**config.mk**
```make
export PLATFORM = sky130hd
export DESIGN_NAME = btn_debounce_capture
export DESIGN_NICKNAME = d
export VERILOG_FILES = /design/src/rtl/btn_debounce_capture.sv
export SDC_FILE = /design/constraint.sdc
export NUM_CORES = 1
export LEC_CHECK = 0
export CORE_UTILIZATION = 50
export DETAILED_ROUTE_END_ITERATION = 6
export PLACE_DENSITY_LB_ADDON = 0.1
export RECOVER_POWER = 50
export SETUP_SLACK_MARGIN = 0.2
export SLEW_MARGIN = 20
export SYNTH_ARGS = -nofsm -noshare
export SYNTH_HDL_FRONTEND = slang
export SYNTH_SLANG_ARGS = --single-unit
```
**constraint.sdc**
```tcl
create_clock -name clk_100M -period 3 [get_ports clk_100M]
set_input_delay 0.6 -clock clk_100M [delete_from_list [all_inputs] [get_ports clk_100M]]
set_output_delay 0.6 -clock clk_100M [all_outputs]
set_load 0.02 [all_outputs]
```
**src/rtl/btn_debounce_capture.sv**
```systemverilog
// btn_debounce_capture: push-button debouncer with switch-operand capture.
// Raw button and switches are double-flop synchronized, then the button is
// qualified by STABLE_SAMPLES consecutive equal samples taken on sample_tick.
// An accepted press yields a one-cycle press_pulse, captures the switches into
// data_out and bumps press_count; an accepted release yields release_pulse.
// Optional build macro: AUTO_REPEAT_EN (re-fires press while the button is held).
module btn_debounce_capture #(
    parameter int STABLE_SAMPLES = 4,
    parameter int DATA_W         = 4,
    parameter int REPEAT_DELAY   = 250,
    parameter int REPEAT_PERIOD  = 100
) (
    input  logic              clk_100M,
    input  logic              rst,
    input  logic              sample_tick,
    input  logic              btn_raw,
    input  logic [DATA_W-1:0] sw_raw,
    output logic              btn_level,
    output logic              press_pulse,
    output logic              release_pulse,
    output logic [DATA_W-1:0] data_out,
    output logic [7:0]        press_count
);

    // Catch illegal configurations at elaboration time.
    if (STABLE_SAMPLES < 2 || STABLE_SAMPLES > 255 || REPEAT_DELAY < 1 || REPEAT_PERIOD < 1) begin : g_bad_param
        $error("btn_debounce_capture: illegal parameter value");
    end

    localparam logic [7:0] SS_LIMIT = 8'(STABLE_SAMPLES);

    typedef enum logic [1:0] {
        ST_IDLE      = 2'd0,
        ST_ARMING    = 2'd1,
        ST_HELD      = 2'd2,
        ST_RELEASING = 2'd3
    } state_t;

    logic              btn_meta_q, btn_s_q;
    logic [DATA_W-1:0] sw_meta_q, sw_s_q;

    state_t            state_q, state_d;
    logic [7:0]        cnt_q, cnt_d, cnt_inc;
    logic              level_q, level_d;
    logic              press_q, press_d;
    logic              release_q, release_d;
    logic [DATA_W-1:0] data_q, data_d;
    logic [7:0]        count_q, count_d;
    logic              take_press;

`ifdef AUTO_REPEAT_EN
    logic [15:0]       rc_q, rc_d, rc_inc;
    logic              rep_q, rep_d;
`endif

    // Two-flop synchronizers for the asynchronous button and switch inputs.
    always_ff @(posedge clk_100M or posedge rst) begin
        if (rst) begin
            btn_meta_q <= 1'b0;
            btn_s_q    <= 1'b0;
            sw_meta_q  <= '0;
            sw_s_q     <= '0;
        end else begin
            btn_meta_q <= btn_raw;
            btn_s_q    <= btn_meta_q;
            sw_meta_q  <= sw_raw;
            sw_s_q     <= sw_meta_q;
        end
    end

    // Debounce FSM next state, stable counter and registered output values.
    always_comb begin
        state_d    = state_q;
        cnt_d      = cnt_q;
        cnt_inc    = cnt_q + 8'd1;
        press_d    = 1'b0;
        release_d  = 1'b0;
        data_d     = data_q;
        count_d    = count_q;
        take_press = 1'b0;
`ifdef AUTO_REPEAT_EN
        rc_d       = rc_q;
        rep_d      = rep_q;
        rc_inc     = rc_q + 16'd1;
`endif
        if (sample_tick) begin
            case (state_q)
                ST_IDLE: begin
                    if (btn_s_q) begin
                        state_d = ST_ARMING;
                        cnt_d   = 8'd1;
                    end
                end
                ST_ARMING: begin
                    if (!btn_s_q) begin
                        state_d = ST_IDLE;
                        cnt_d   = 8'd0;
                    end else if (cnt_inc == SS_LIMIT) begin
                        state_d    = ST_HELD;
                        cnt_d      = 8'd0;
                        take_press = 1'b1;
`ifdef AUTO_REPEAT_EN
                        rc_d       = 16'd0;
                        rep_d      = 1'b0;
`endif
                    end else begin
                        cnt_d = cnt_inc;
                    end
                end
                ST_HELD: begin
                    if (!btn_s_q) begin
                        state_d = ST_RELEASING;
                        cnt_d   = 8'd1;
                    end else begin
`ifdef AUTO_REPEAT_EN
                        // First repeat after REPEAT_DELAY ticks, then every REPEAT_PERIOD.
                        if (rc_inc == (rep_q ? 16'(REPEAT_PERIOD) : 16'(REPEAT_DELAY))) begin
                            take_press = 1'b1;
                            rc_d       = 16'd0;
                            rep_d      = 1'b1;
                        end else begin
                            rc_d = rc_inc;
                        end
`endif
                    end
                end
                ST_RELEASING: begin
                    if (btn_s_q) begin
                        state_d = ST_HELD;
                        cnt_d   = 8'd0;
`ifdef AUTO_REPEAT_EN
                        rc_d    = 16'd0;
                        rep_d   = 1'b0;
`endif
                    end else if (cnt_inc == SS_LIMIT) begin
                        state_d   = ST_IDLE;
                        cnt_d     = 8'd0;
                        release_d = 1'b1;
                    end else begin
                        cnt_d = cnt_inc;
                    end
                end
                default: begin
                    state_d = ST_IDLE;
                    cnt_d   = 8'd0;
                end
            endcase
        end
        if (take_press) begin
            press_d = 1'b1;
            data_d  = sw_s_q;
            count_d = count_q + 8'd1;
        end
        level_d = (state_d == ST_HELD) || (state_d == ST_RELEASING);
    end

    // FSM state and output registers.
    always_ff @(posedge clk_100M or posedge rst) begin
        if (rst) begin
            state_q   <= ST_IDLE;
            cnt_q     <= 8'd0;
            level_q   <= 1'b0;
            press_q   <= 1'b0;
            release_q <= 1'b0;
            data_q    <= '0;
            count_q   <= 8'd0;
        end else begin
            state_q   <= state_d;
            cnt_q     <= cnt_d;
            level_q   <= level_d;
            press_q   <= press_d;
            release_q <= release_d;
            data_q    <= data_d;
            count_q   <= count_d;
        end
    end

`ifdef AUTO_REPEAT_EN
    // Auto-repeat tick counter, active only while held.
    always_ff @(posedge clk_100M or posedge rst) begin
        if (rst) begin
            rc_q  <= 16'd0;
            rep_q <= 1'b0;
        end else begin
            rc_q  <= rc_d;
            rep_q <= rep_d;
        end
    end
`endif

    assign btn_level     = level_q;
    assign press_pulse   = press_q;
    assign release_pulse = release_q;
    assign data_out      = data_q;
    assign press_count   = count_q;

endmodule

```
==> flow_summary.ini <==
[place]
dp_hpwl_um = 1800
dpl_cell_area_um2 = 1780
gp_congestion = 0.806
io_buffers = 22

[clocking]
cts_tree = yes
postCtsSetupBuffers = 0
htree_levels = 2
ctsHoldBuffers = 0
clk-insertion-delay-late_ps = 330
clk_path_buf_depth = 2
cts_root_buffer = clkbuf_4
cts_buffers = 5
ctsResizeCount = 0
numClockSinks = 35
clk_pin_slew_worst_paths_ps = 100

[hold_path]
min_path_type = reg2reg

[logic_synthesis]
synthArstFlopShare = 1.00
netlist_instances = 123
ys_seq_area_frac = 0.569
synth_area_leaders = dfrtp_1 57%, mux2_2 5.1%, xor2_1 5.1%
synth_area_um2 = 1540
synth.distinct_cells = 34
synth_nets = 134
ys.flop_type = dfrtp_1
syn_avg_cell_area_um2 = 12.5
ys_ff_latch = 35
yosys.area.top_type = dfrtp_1
synth_edf_count = 0
synthDominantCellAreaShare = 0.569
yosys_warnings = 0

[setup_path]
critPathLaunch = cnt_q[0]$_DFFE_PP0P_
end_kind = flip-flop
rr_worst_depth = 6
rrSetupSlack_ps = 620
critPathKind = reg2reg
crit_fanout = 13
crit_path_start_kind = flip-flop
arrival_ps = 2610
r2r_start = cnt_q[0]$_DFFE_PP0P_
worstReg2RegEnd = press_count[1]$_DFFE_PP0P_
crit_path_end = press_count[1]$_DFFE_PP0P_
cp.required_ps = 3220

[global_route]
grt_pass1_vias = 1048
grt_usage = 0.194
grt_pass1_wl_um = 4660
grt_max_degree = 36
antenna_found_initial = 0
grt-ovfl-total = 0

[finish]
fillers = 219
fin_area_um2 = 1830
final_layout_size_suffix_gt1_frac = 0.140
syn_to_final_growth_pct = 19.0
diodes = 0
finalNetCount = 161

[pwr]
peakVddDrop_mv = 0.356
p_int_w = 0.000716
sw_frac_of_total = 0.299
pwr-share-seq = 0.554
combPwrFrac = 0.196
leakage_nw = 0.846
p_per_area_nw_per_um2 = 557
p_clk_frac = 0.250
p_sw_w = 0.000305

[sta]
hold_viol = 0
fin_skew_ps = 8.48
max_slew_margin = -0.178
rsz0062_at_grt = false
finalMaxSlewViolations = 36
layout_min_cycle_time_ps = 2380
tns_ps = 0
setup_violations = 0
fmax_mhz = 420
tightest_slew_ps = 1770
fin_crit_sh = 0.794

[floorplanning]
die_y_um = 57.5
die_width_um = 57.5
std_cell_rows = 19
io_pins = 23
core_um2 = 2830
die_area_um2 = 3310
initial_core_util = 0.544

[drt]
drcViolationCount = 0
met1_length_um = 1260
dr.pass1.iters = 4
drtIter0Drc = 45
dr_wl_met3_um = 103
num_vias = 1011
ant_nets = 0
wirelength_um = 2580
dr_wl_met2_um = 1170
highest_layer = met4
vias_per_cell = 5.59
wire_per_inst_um = 14.2

[status]
violations = capacitance limit, slew limit
status = finished, violations left

[run]
max_cap_viol_count = 1
[registers in the layout (all words and copies together), names as in the netlist]
| signal | flops |
|---|---|
| btn_level | 1 |
| btn_meta_q | 1 |
| btn_s_q | 1 |
| cnt_q | 8 |
| data_out | 4 |
| press_count | 8 |
| press_pulse | 1 |
| release_pulse | 1 |
| state_q | 2 |
| sw_meta_q | 4 |
| sw_s_q | 4 |
[cell usage in the layout, fill, tap and decap left out, types with 2 or more instances in the layout]
cell type | Yosys | final
ha_1 | 3 | 3
nand2_1 | 8 | 8
clkbuf_4 | 0 | 5
nand4_1 | 2 | 2
nand3_1 | 9 | 9
nand2b_1 | 2 | 2
a21oi_1 | 5 | 5
xor2_1 | 9 | 9
nor4_4 | 2 | 2
dlygate4sd3_1 | 0 | 5
inv_1 | 4 | 4
o21ai_0 | 7 | 7
mux2_2 | 7 | 7
dfrtp_1 | 35 | 35
nor2_1 | 5 | 5
nor3_1 | 4 | 4
clkdlybuf4s50_1 | 0 | 17
[per-stage QoR]
| step | power, W | util | hold WS [ps] | cells | setup slack (ps) |
|---|---|---|---|---|---|
| 2_1_floorplan | 0.000708 | - | 331 | 123 | 921 |
| 3_3_place_gp | 0.000770 | 0.629 | 332 | 174 | 668 |
| 3_5_place_dp | 0.000777 | 0.629 | 342 | 174 | 598 |
| 4_1_cts | 0.00104 | 0.649 | 363 | 181 | 603 |
| 6_report | 0.00102 | 0.648 | 360 | 181 | 617 |
| 5_1_grt | 0.00109 | 0.648 | 380 | 181 | 349 |
[final cells by class]
class,instances,area (um2),share of cell area
clock buffer,6,51.3,0.0280
clock inverter,1,5.00,0.00273
inverter,4,15.0,0.00819
multi-input combinational,81,623,0.340
sequential,35,876,0.478
tap,31,38.8,0.0212
timing repair buffer,23,224,0.122
[how the worst min path moves through the flow]
| stage | start | end | slack, ps | cells past startpoint |
|---|---|---|---|---|
| floorplan | btn_meta_q$_DFF_PP0_ | btn_s_q$_DFF_PP0_ | 330 | 0 |
| global placement | sw_meta_q[0]$_DFF_PP0_ | sw_s_q[0]$_DFF_PP0_ | 330 | 0 |
| detailed placement | sw_meta_q[3]$_DFF_PP0_ | sw_s_q[3]$_DFF_PP0_ | 340 | 0 |
| CTS | sw_meta_q[2]$_DFF_PP0_ | sw_s_q[2]$_DFF_PP0_ | 360 | 0 |
| global route | sw_meta_q[3]$_DFF_PP0_ | sw_s_q[3]$_DFF_PP0_ | 380 | 0 |
| finish | sw_meta_q[2]$_DFF_PP0_ | sw_s_q[2]$_DFF_PP0_ | 360 | 0 |
[power by group through the flow]
stage	Sequential, W	Clock, W	Combinational [W]
floorplan	0.000580	0	0.000128
global placement	0.000572	0	0.000198
detailed placement	0.000574	0	0.000203
CTS	0.000566	0.000268	0.000204
global route	0.000574	0.000289	0.000223
finish	0.000566	0.000255	0.000200
[routing by layer]
layer,vias up,GRT usage
met2,20,0.296
li1,493,-
met4,0,0.0836
met3,5,0.0703
met5,-,0
met1,493,0.252
[worst max-delay path, cell delays in order (launching register included)]
cell       delay, ps
dfrtp_1          460
ha_1             280
xnor2_1          170
a2111oi_4        380
o2111ai_4        330
nor2_4           300
mux2_2           360
[cells in the mapped netlist (all sizes together) (2+ instances only)]
cell	instances
dfrtp	35
nand3	9
xor2	9
nand2	8
o21ai	8
mux2	7
nor2	6
a21oi	5
inv	4
nor3	4
ha	3
nor4	3
buf	2
nand2b	2
nand4	2
[cell families after synthesis]
kind of cell,Yosys count,synth area share
and+or+nand+nor,39,0.158
DFF,35,0.569
AOI/OAI and AO/OA,21,0.108
xor gates and xnor gates,10,0.0569
muxes,8,0.0577
buffers and inverters,7,0.0268
adders and majority gates,3,0.0244
Power figures use the tool's default switching activity.
